[config.mk]
export PLATFORM = sky130hd
export DESIGN_NAME = fht_frame_sched
export DESIGN_NICKNAME = d
export VERILOG_FILES = /design/src/rtl/fht_frame_sched.sv
export SDC_FILE = /design/constraint.sdc
export NUM_CORES = 1
export LEC_CHECK = 0
export ABC_CLOCK_PERIOD_IN_PS = 4400
export CAP_MARGIN = 20
export CELL_PAD_IN_SITES_DETAIL_PLACEMENT = 1
export CELL_PAD_IN_SITES_GLOBAL_PLACEMENT = 2
export CORE_MARGIN = 5
export CORE_UTILIZATION = 35
export DETAILED_ROUTE_END_ITERATION = 10
export PLACE_DENSITY = 0.82
export SYNTH_ARGS = -nofsm -noshare
export SYNTH_HDL_FRONTEND = slang
export SYNTH_SLANG_ARGS = --single-unit
[constraint.sdc]
create_clock -name iCLK -period 4.4 [get_ports iCLK]
set_clock_uncertainty 0.05 [all_clocks]
set_input_delay 1.1 -clock iCLK [delete_from_list [all_inputs] [get_ports iCLK]]
set_output_delay 1.1 -clock iCLK [all_outputs]
set_load 0.02 [all_outputs]
[src/rtl/fht_frame_sched.sv]
// Frame scheduler around fht_control: owns the 4-bank sample memory through
// LOAD -> COMPUTE -> UNLOAD and drives the bank mux select and the loader and
// unloader addresses. Every output is registered.
module fht_frame_sched #(
  parameter int unsigned A_BIT  = 8,
  parameter int unsigned RD_LAT = 2,
  parameter int unsigned TO_BIT = 16
) (
  input  logic             iCLK,
  input  logic             iRESET,
  input  logic             iEN,
  input  logic             iDATA_VALID,
  output logic             oDATA_READY,
  output logic             oLD_WE,
  output logic [1:0]       oLD_BANK,
  output logic [A_BIT-1:0] oLD_ADDR,
  output logic             oFHT_START,
  input  logic             iFHT_RDY,
  output logic             oUL_RE,
  output logic [1:0]       oUL_BANK,
  output logic [A_BIT-1:0] oUL_ADDR,
  output logic             oOUT_VALID,
  input  logic             iOUT_READY,
  output logic             oOUT_LAST,
  output logic [1:0]       oOWNER,
  output logic             oFRAME_DONE,
  output logic             oERR
);

  localparam int unsigned K_BIT = A_BIT + 2;
  localparam logic [K_BIT-1:0]  K_LAST    = '1;
  localparam logic [TO_BIT-1:0] TO_LAST   = '1;
  // Busy must be seen within 8 cycles counted from the START pulse:
  // START itself plus WAIT_BUSY cycles with count 0..6.
  localparam logic [TO_BIT-1:0] BUSY_LAST = TO_BIT'(6);
  // UNL_WAIT lasts RD_LAT-1 cycles so data is valid RD_LAT cycles after RE.
  localparam logic [TO_BIT-1:0] WAIT_LAST = TO_BIT'((RD_LAT > 1) ? (RD_LAT - 2) : 0);

  typedef enum logic [2:0] {
    S_IDLE,
    S_LOAD,
    S_START,
    S_WAIT_BUSY,
    S_WAIT_DONE,
    S_UNL_RD,
    S_UNL_WAIT,
    S_UNL_OUT
  } state_t;

  state_t             state_q, state_d;
  logic [K_BIT-1:0]   k_q, k_d;
  logic [TO_BIT-1:0]  cnt_q, cnt_d;

  logic             ready_d, ld_we_d, start_d, re_d, valid_d, last_d, done_d, err_d;
  logic [1:0]       ld_bank_d, ul_bank_d, owner_d;
  logic [A_BIT-1:0] ld_addr_d, ul_addr_d;

  // Next state, sample counter, timeout counter and next registered outputs.
  always_comb begin
    state_d   = state_q;
    k_d       = k_q;
    cnt_d     = cnt_q;
    ld_we_d   = 1'b0;
    ld_bank_d = oLD_BANK;
    ld_addr_d = oLD_ADDR;
    ul_bank_d = oUL_BANK;
    ul_addr_d = oUL_ADDR;
    done_d    = 1'b0;
    err_d     = oERR;
    owner_d   = 2'd0;

    case (state_q)
      S_IDLE: begin
        if (iEN) begin
          state_d = S_LOAD;
          k_d     = '0;
          err_d   = 1'b0;
        end
      end
      S_LOAD: begin
        if (iDATA_VALID) begin
          ld_we_d   = 1'b1;
          ld_bank_d = k_q[1:0];
          ld_addr_d = k_q[K_BIT-1:2];
          k_d       = k_q + K_BIT'(1);
          if (k_q == K_LAST) state_d = S_START;
        end
      end
      S_START: begin
        state_d = S_WAIT_BUSY;
        cnt_d   = '0;
      end
      S_WAIT_BUSY: begin
        if (!iFHT_RDY) begin
          state_d = S_WAIT_DONE;
          cnt_d   = '0;
        end else if (cnt_q == BUSY_LAST) begin
          state_d = S_IDLE;
          err_d   = 1'b1;
        end else begin
          cnt_d = cnt_q + TO_BIT'(1);
        end
      end
      S_WAIT_DONE: begin
        if (iFHT_RDY) begin
          state_d = S_UNL_RD;
          k_d     = '0;
        end else if (cnt_q == TO_LAST) begin
          state_d = S_IDLE;
          err_d   = 1'b1;
        end else begin
          cnt_d = cnt_q + TO_BIT'(1);
        end
      end
      S_UNL_RD: begin
        cnt_d   = '0;
        state_d = (RD_LAT > 1) ? S_UNL_WAIT : S_UNL_OUT;
      end
      S_UNL_WAIT: begin
        if (cnt_q == WAIT_LAST) state_d = S_UNL_OUT;
        else                    cnt_d   = cnt_q + TO_BIT'(1);
      end
      S_UNL_OUT: begin
        if (iOUT_READY) begin
          if (k_q == K_LAST) begin
            done_d = 1'b1;
            k_d    = '0;
            if (iEN) begin
              state_d = S_LOAD;
              err_d   = 1'b0;
            end else begin
              state_d = S_IDLE;
            end
          end else begin
            k_d     = k_q + K_BIT'(1);
            state_d = S_UNL_RD;
          end
        end
      end
      default: state_d = S_IDLE;
    endcase

    // Read address is presented together with the RE strobe.
    if (state_d == S_UNL_RD) begin
      ul_bank_d = k_d[1:0];
      ul_addr_d = k_d[K_BIT-1:2];
    end

    ready_d = (state_d == S_LOAD);
    start_d = (state_d == S_START);
    re_d    = (state_d == S_UNL_RD);
    valid_d = (state_d == S_UNL_OUT);
    last_d  = valid_d && (k_d == K_LAST);

    case (state_d)
      S_LOAD, S_START:                     owner_d = 2'd1;
      S_WAIT_BUSY, S_WAIT_DONE:            owner_d = 2'd2;
      S_UNL_RD, S_UNL_WAIT, S_UNL_OUT:     owner_d = 2'd3;
      default:                             owner_d = 2'd0;
    endcase
  end

  // State, counters and output registers; reset aborts any frame in flight.
  always_ff @(posedge iCLK) begin
    if (iRESET) begin
      state_q     <= S_IDLE;
      k_q         <= '0;
      cnt_q       <= '0;
      oDATA_READY <= 1'b0;
      oLD_WE      <= 1'b0;
      oLD_BANK    <= '0;
      oLD_ADDR    <= '0;
      oFHT_START  <= 1'b0;
      oUL_RE      <= 1'b0;
      oUL_BANK    <= '0;
      oUL_ADDR    <= '0;
      oOUT_VALID  <= 1'b0;
      oOUT_LAST   <= 1'b0;
      oOWNER      <= '0;
      oFRAME_DONE <= 1'b0;
      oERR        <= 1'b0;
    end else begin
      state_q     <= state_d;
      k_q         <= k_d;
      cnt_q       <= cnt_d;
      oDATA_READY <= ready_d;
      oLD_WE      <= ld_we_d;
      oLD_BANK    <= ld_bank_d;
      oLD_ADDR    <= ld_addr_d;
      oFHT_START  <= start_d;
      oUL_RE      <= re_d;
      oUL_BANK    <= ul_bank_d;
      oUL_ADDR    <= ul_addr_d;
      oOUT_VALID  <= valid_d;
      oOUT_LAST   <= last_d;
      oOWNER      <= owner_d;
      oFRAME_DONE <= done_d;
      oERR        <= err_d;
    end
  end

endmodule

== After elaboration in Yosys (flattened, before gate mapping) ==
Index checks and enable logic that the tools add are counted.

* Register bits after elaboration: 59
* Input port bits: 6
* Output and inout port bits: 30
* Logic and storage cells: 97

* $add $sub $neg: 2
* Equality and inequality tests: 27
* Muxes and demuxes: 35
* Bitwise operators: 3
* Reductions and logical operators: 14

{| class="wikitable"
|+ Operators by type and width
! operator !! number
|-
| 2-to-1 mux 16 bit || 5
|-
| one-hot mux 16 bit (4 select lines) || 1
|-
| 2-to-1 mux 10 bit || 5
|-
| one-hot mux 10 bit (4 select lines) || 1
|-
| 2-to-1 mux 3 bit || 10
|-
| == test 3 bit (second input constant) || 8
|-
| one-hot mux 3 bit (8 select lines) || 1
|-
| == test 10 bit (second input constant) || 2
|-
| adder 16 x 1 -> 16 bit (second input constant) || 1
|-
| == test 16 bit (second input constant) || 1
|-
| == test 16 x 3 -> 1 bit (second input constant) || 1
|-
| zero test 16 bit || 1
|-
| != test 2 bit (second input constant) || 8
|-
| == test 3 x 2 -> 1 bit (second input constant) || 4
|-
| adder 10 x 1 -> 10 bit (second input constant) || 1
|-
| 2-to-1 mux 1 bit || 10
|-
| nonzero test 4 bit || 2
|-
| OR reduction 2 bit || 4
|-
| AND reduction 7 bit || 1
|-
| == test 3 x 1 -> 1 bit (second input constant) || 2
|-
| one-hot mux 2 bit (3 select lines) || 1
|-
| OR reduction 3 bit || 2
|-
| AND reduction 5 bit || 1
|-
| one-hot mux 1 bit (4 select lines) || 1
|-
| 5 further kinds || 7
|}

== Depth between registers and ports, before layout ==
Gate-level depths: netlist of the first run.

* Depth after elaboration: 7
* Depth in mapped cells: 9
* Mapped depth without buffers: 8

== Worst setup path after synthesis of the first run ==
No wires, ideal clock.

* Path type: input to register
* From: in iDATA_VALID
* To: reg oUL_ADDR[1]
* Library setup time: 0.121 ns
* Data arrival time: 2.748 ns
* Required time: 4.229 ns
* Path slack: 1.480 ns
* Stages on the path: 7
* Path buffers: 2
* Cell sequence: nand4bb_1 > clkbuf_1 > o22ai_1 > nor2_1 > or4b_4 > buf_6 > mux2_4

* Word-level cells in the longest chain between the ends: 3
* Elaborated cells between the ends (all ways): 5
* Classes of those cells: eq/ne: 1; mux: 4

{| class="wikitable"
|+ Ends and longest elaborated chain
! what !! line !! text
|-
| start, declared || 12 || <nowiki>input logic iDATA_VALID,</nowiki>
|-
| 2-to-1 mux 3 bit || 81 || <nowiki>if (iDATA_VALID) begin</nowiki>
|-
| one-hot mux 3 bit (8 select lines) || 72 || <nowiki>case (state_q)</nowiki>
|-
| == test 3 bit || 144 || <nowiki>if (state_d == S_UNL_RD) begin</nowiki>
|-
| end signal, assigned || 193 || <nowiki>oUL_ADDR <= ul_addr_d;</nowiki>
|-
| end, declared || 21 || <nowiki>output logic [A_BIT-1:0] oUL_ADDR,</nowiki>
|}

Parallel ways exist; a longest one is shown, timed or not.
A chain may end at the register's enable or synchronous reset.

== Worst setup path in the final report of the first run ==
* From: in iFHT_RDY
* To: reg oUL_ADDR[2]

* Word-level cells in the longest chain between the ends: 3
* Elaborated cells between the ends (all ways): 6
* Classes of those cells: eq/ne: 1; mux: 5

{| class="wikitable"
|+ Ends and longest elaborated chain
! what !! line !! text
|-
| start, declared || 18 || <nowiki>input logic iFHT_RDY,</nowiki>
|-
| 2-to-1 mux 3 bit (on tied branches) || 105, 94 ||
|-
| one-hot mux 3 bit (8 select lines) || 72 ||
|-
| == test 3 bit || 144 ||
|}

Parallel ways exist; a longest one is shown, timed or not.

==> results of run 1 <==
==> logic make-up (layout without fill, tap and decap cells) <==
logic type | after synthesis | in the layout | share of synthesized area (%)
simple gates | 156 | 156 | 28.3
buf+inv | 34 | 64 | 4.57
fa+ha+maj | 4 | 4 | 1.69
mux | 13 | 13 | 5.84
flops | 59 | 59 | 39.9
xor+xnor | 3 | 3 | 0.888
compound gates | 87 | 87 | 18.7
==> synth_stat cells (2+ instances only) <==
library cell / count
or3_1: 9
nor2_1: 33
nand3_1: 14
nor4_1: 6
clkbuf_1: 22
and3_1: 5
and2_1: 2
or4b_4: 2
and4_1: 2
xnor2_1: 2
a311oi_1: 2
a211oi_1: 5
o21ai_0: 12
nand4_1: 7
a311o_1: 2
a31oi_1: 4
a21o_1: 2
ha_1: 4
inv_1: 10
mux2_2: 2
o2111ai_1: 2
nor3_1: 4
nand2_1: 42
or2_2: 2
o31ai_1: 7
nor4_2: 2
or4_1: 7
dfxtp_1: 59
nor2b_1: 12
mux2_4: 8
mux2i_1: 3
a21oi_1: 36
==> sequential cells by signal, indices dropped and copies added (netlist names) <==
| name | cells |
|---|---|
| oFRAME_DONE | 1 |
| oFHT_START | 1 |
| oLD_WE | 1 |
| oOUT_VALID | 1 |
| oUL_BANK | 2 |
| oLD_BANK | 2 |
| cnt_q | 16 |
| oOUT_LAST | 1 |
| oOWNER | 2 |
| oDATA_READY | 1 |
| oUL_ADDR | 8 |
| k_q | 10 |
| oUL_RE | 1 |
| state_q | 3 |
| oERR | 1 |
| oLD_ADDR | 8 |
==> worst max-delay path, stage by stage <==
cell	delay [ns]
clkdlybuf4s50_1	0.56
nor2_1	0.20
mux2i_1	0.10
a21oi_1	0.16
nor2_1	0.12
or4b_4	0.71
mux2_4	0.34
==> cell usage in the layout (no fill, tap or decap), types with 3 or more instances in the layout <==
cell type         n
buf_4             3
a31oi_1           4
inv_1            10
nand2_1          42
or4_1             7
nor2b_1          12
o21ai_0          12
dfxtp_1          59
nand4_1           7
clkdlybuf4s50_1  35
nor4_1            6
ha_1              4
mux2i_1           3
nor3_1            4
o31ai_1           7
nand3_1          14
or3_1             9
and3_1            5
mux2_4            8
a21oi_1          36
nor2_1           33
a211oi_1          5
clkbuf_8         10
==> per-stage QoR <==
step	util [%]	std cells	power, mW
CTS	43.3	490	1.24
finish	43.4	491	1.23
global route	43.4	491	1.30
floorplan	-	356	0.683
global placement	40.9	474	0.729
detailed placement	40.9	474	0.734
==> how the worst max path moves through the flow <==
stage | from | endpoint | slack, ns | cells past startpoint
global placement | iOUT_READY | oUL_ADDR[2] | 1.00 | 7
CTS | iFHT_RDY | oUL_ADDR[2] | 1.27 | 7
detailed placement | iOUT_READY | oUL_ADDR[3] | 0.94 | 7
floorplan | iDATA_VALID | oUL_ADDR[1] | 1.48 | 7
finish | iFHT_RDY | oUL_ADDR[2] | 1.28 | 7
global route | iFHT_RDY | cnt_q[15] | 1.17 | 6
==> layer usage <==
metal / share of wire (%) / GRT usage [%]
met4: 1.6 / 6.16
met1: 50 / 23.5
met2: 44 / 25.5
met3: 3.8 / 3.07
met5: 0 / 0
==> final cells by class <==
type | instances | area, µm² | share of cell area, %
flip-flops and latches | 59 | 1180 | 33.1
inverters | 10 | 37.5 | 1.05
multi-input cells | 263 | 1640 | 46.0
clock inverters | 6 | 63.8 | 1.79
well taps | 105 | 131 | 3.68
repair buffers | 38 | 373 | 10.5
clock buffers | 10 | 138 | 3.86
==> where the power goes <==
part           total, mW  leakage [nW]  switching [mW]  internal (mW)
Sequential         0.567         0.477          0.0196          0.547
Combinational      0.156         0.663          0.0978         0.0582
Clock              0.509        0.0987           0.232          0.277
Total               1.23          1.24           0.350          0.882
==> impl_metrics.yaml, run 1 <==
status:
  status: "finished, final reports clean"
clock_network:
  clock-sinks: 59
  insertion_delay_ns: 0.34
  clk_pin_slew_worst_paths_ns: 0.07
  cts_setup_buffers: 0
  cts_tree: "built"
  h-tree-depth: 3
  cts_resized: 0
  cts_root_buffer: "clkbuf_8"
  cts_buffers: 9
  cts_buffer_depth: 2
  postCtsHoldBufs: 0
timing:
  fmax_mhz: 320
  tns_ns: 0
  fin_hold_ws_ns: 0.408
  min_period_over_period_pct: 71.0
  final-hold-violation-count: 0
  slew-limit-headroom_pct: 48.8
  rsz0062_at_grt: "no"
  worst_slack_ns: 1.28
  worstMarginPinSlew_ns: 0.767
  fin_crit_ns: 3.12
  setup_violations: 0
  report.final.slew_viol_count: 0
setup_path:
  r2r_cells: 8
  rr_endpoint: "oUL_ADDR[2]"
  critPathLaunchType: "primary input"
  cp_max_fo: 11
  path_class: "in -> reg"
  cp_data_required_time_ns: 4.58
  r2r-start: "cnt_q[0]"
  r2r_setup_slack_ns: 1.39
  end_kind: "register"
  worstPathArrival_ns: 3.30
placed_design:
  place_area_mm2: 0.00336
  gp_congestion: 0.815
  dp_hpwl_um: 5740
  port_buffers: 35
  pre_cts_slack_ns: 0.943
min_path:
  hold_path.class: "reg -> reg"
  min-delay-start: "oLD_ADDR[7]"
  min_to: "oLD_ADDR[7]"
  holdPathStages: 2
detailed_routing:
  wl_per_cell_um: 16.5
  drc: 0
  viasPerCell: 5.54
  drt-total-wl_um: 8130
  ant_nets: 0
  vias: 2718
  dr.pass1.iters: 4
  drt_iter0_drc: 117
final_layout:
  drive_gt1_share_pct: 9.84
  fin_area_mm2: 0.00357
  nNetsFinal: 391
  syn2layout_area_growth_pct: 20.6
  fillerInstances: 1002
  antenna_cells: 0
floorplan:
  die_area_mm2: 0.0104
  io_pins: 36
  start_util_pct: 36.0
  fp.dieW_um: 102
  die_h_um: 102
  floorplan.rows: 33
  coreArea_mm2: 0.00822
job:
  maxCapViolCount: 0
logic_synthesis:
  synthFlopType: "dfxtp_1"
  synth.net_count: 366
  yosysSeqAreaShare_pct: 39.9
  yosysWarnings: 0
  synth_cell_types: 57
  yosys-top-cells-area: "dfxtp_1 40%, a21oi_1 6.1%, nand2_1 5.3%"
  syn_area_mm2: 0.00296
  postSynthCellCount: 356
  ys_async_sr_fraction_pct: 0
  ys_ff_latch: 59
  synth-edff-count: 0
  synth_top_area_cell: "dfxtp_1"
  syn_area_per_cell_um2: 8.31
  synth_top_area_share_pct: 39.9
power_and_ir_drop:
  peakVddDrop_v: 0.000138
  p_leak_nw: 1.24
  powerDensity_mw_per_mm2: 345
grt:
  grt_pass1_vias: 2698
  antenna_found_initial: 0
  grt_pass1_wl_um: 13800
  track_usage_pct: 16.7
  grt_max_degree: 36
  gr-total-overflow: 0
No activity file was read; power rests on OpenSTA's default activity.
==> run 2, diff against run 1 <==
ABC_CLOCK_PERIOD_IN_PS = 2800   (was 4400)
CORE_UTILIZATION = 30   (was 35)
PLACE_DENSITY = 0.75   (was 0.82)
clock period = 2.8 ns   (was 4.4 ns; I/O delays follow)
==> run 2 against run 1 <==
Against the previous run:
- utilization shrank 1.9 points
- final area is 13% higher
- via count increased by 6.4%
- setup slack worse by 1.3 ns
- sequential power up 55%
- global-route usage down 0.32 points
- routed wire length rose by 11%
==> impl_metrics.yaml, run 2 (synthesis results as in run 1) <==
status:
  status: "finished, final reports clean"
timing:
  report.final.slew_viol_count: 0
  min_period_over_period_pct: 99.5
  fin_crit_ns: 2.78
  slew-limit-headroom_pct: 50.1
  setup_violations: 0
  worstMarginPinSlew_ns: 0.749
  fmax_mhz: 359
  rsz0062_at_grt: "yes"
  final-hold-violation-count: 0
  tns_ns: 0
detailed_routing:
  drc: 0
  drt-total-wl_um: 9040
  ant_nets: 0
  vias: 2892
  viasPerCell: 5.07
  wl_per_cell_um: 15.9
  dr.pass1.iters: 4
  drt_iter0_drc: 115
grt:
  grt_pass1_wl_um: 15200
  grt_pass1_vias: 2983
  antenna_found_initial: 0
  gr-total-overflow: 0
  track_usage_pct: 16.4
  grt_max_degree: 29
clock_network:
  h-tree-depth: 3
  cts_buffer_depth: 2
  insertion_delay_ns: 0.36
  clk_pin_slew_worst_paths_ns: 0.08
  clock-sinks: 59
  cts_tree: "built"
  cts_root_buffer: "clkbuf_8"
  cts_buffers: 9
job:
  maxCapViolCount: 0
power_and_ir_drop:
  powerDensity_mw_per_mm2: 517
  peakVddDrop_v: 0.000175
  sw_frac_of_total_pct: 27.5
  combPwrFrac_pct: 15.8
  power.share.sequential_pct: 42.3
  clock_power_share_pct: 41.9
  p_sw_mw: 0.572
  p_int_mw: 1.50
  p_leak_nw: 1.49
final_layout:
  finish.utilization_pct: 41.5
  largest-register: "cnt_q"
  fillerInstances: 1170
  syn2layout_area_growth_pct: 35.7
  top_regs: "cnt_q x16, k_q x10"
  drive_gt1_share_pct: 20.8
  antenna_cells: 0
  final_common_cell: "dfxtp_1"
  final_cell_mix: "58 x dfxtp_1, 53 x buf_4, 42 x nand2_1, 36 x a21oi_1, 35 x clkdlybuf4s50_1"
  largest_register_ffs: 16
  nNetsFinal: 442
setup_path:
  cp_max_fo: 6
  r2r_cells: 6
  path_class: "reg -> reg"
  end_kind: "register"
  cp_data_required_time_ns: 2.99
  critPathLaunchType: "register"
  worstPathArrival_ns: 2.97
min_path:
  holdPathStages: 2
  hold_path.class: "reg -> reg"
floorplan:
  floorplan.rows: 36
  die_h_um: 109
  die_area_mm2: 0.0119
  io_pins: 36
  fp.dieW_um: 109
  coreArea_mm2: 0.00968
  start_util_pct: 30.5
placed_design:
  gp_congestion: 0.887
  port_buffers: 35
  dp_hpwl_um: 6560
## run 2: power by group through the flow
stage | Clock (mW) | Combinational, mW | Sequential (mW)
after floorplan | 0 | 0.170 | 0.904
after global placement | 0 | 0.304 | 0.897
after detailed placement | 0 | 0.310 | 0.897
after CTS | 0.892 | 0.320 | 0.879
after global routing | 0.933 | 0.362 | 0.882
final | 0.870 | 0.328 | 0.879
## run 2: final cells by class
cell class,count,area (µm²),share of cell area (%)
Tap cell,133,166,4.14
Clock inverter,6,90.1,2.24
Timing Repair Buffer,88,748,18.6
Multi-Input combinational cell,264,1660,41.4
Clock buffer,10,128,3.18
Sequential cell,59,1180,29.4
Inverter,10,37.5,0.935
## run 2: critical path: stages, from the launching register on
cell and delay, ns:
dfxtp_2 0.32, or4_4 0.54, or4b_4 0.57, o211ai_2 0.17, nor4_2 0.08, or4b_4 0.60, mux2_4 0.33
## run 2: through the flow
step / hold slack (ns) / worst slack (ns) / cells / area (µm²) / power [mW]
2_1_floorplan: 0.404 / 0.0355 / 356 / 2960 / 1.07
3_3_place_gp: 0.397 / -0.100 / 550 / 3750 / 1.20
3_5_place_dp: 0.402 / -0.198 / 550 / 3750 / 1.21
4_1_cts: 0.412 / -0.0270 / 567 / 3990 / 2.09
5_1_grt: 0.426 / -0.0390 / 570 / 4020 / 2.18
6_report: 0.411 / 0.0153 / 570 / 4020 / 2.08
## run 2: layer usage
metal,up-vias,share of wire (%),global-route usage (%)
met5,-,0,0
met4,0,2.0,7.21
met3,13,4.3,3.64
met2,53,45,25.0
met1,1369,48,22.1
li1,1457,-,-
## run 2: path summary, 6_finish.rpt
path | startpoint | end | slack (ns)
worst min register to register | oLD_ADDR[6] | oLD_ADDR[6] | 0.41
worst max-delay path | cnt_q[11] | oUL_ADDR[2] | 0.02
worst max register to register | cnt_q[11] | oUL_ADDR[2] | 0.02
worst min-delay path | oLD_ADDR[6] | oLD_ADDR[6] | 0.41
## run 2: what timing repair did
| item | 4_1_cts | 5_1_grt |
|---|---|---|
| buffers inserted | 0 | 3 |
| hold buffers | 0 | 0 |
| pin swaps | 2 | 2 |
| cloned | 1 | 0 |
| resized for setup | 2 | 3 |
| endpoints found under the setup margin | 9 | 12 |
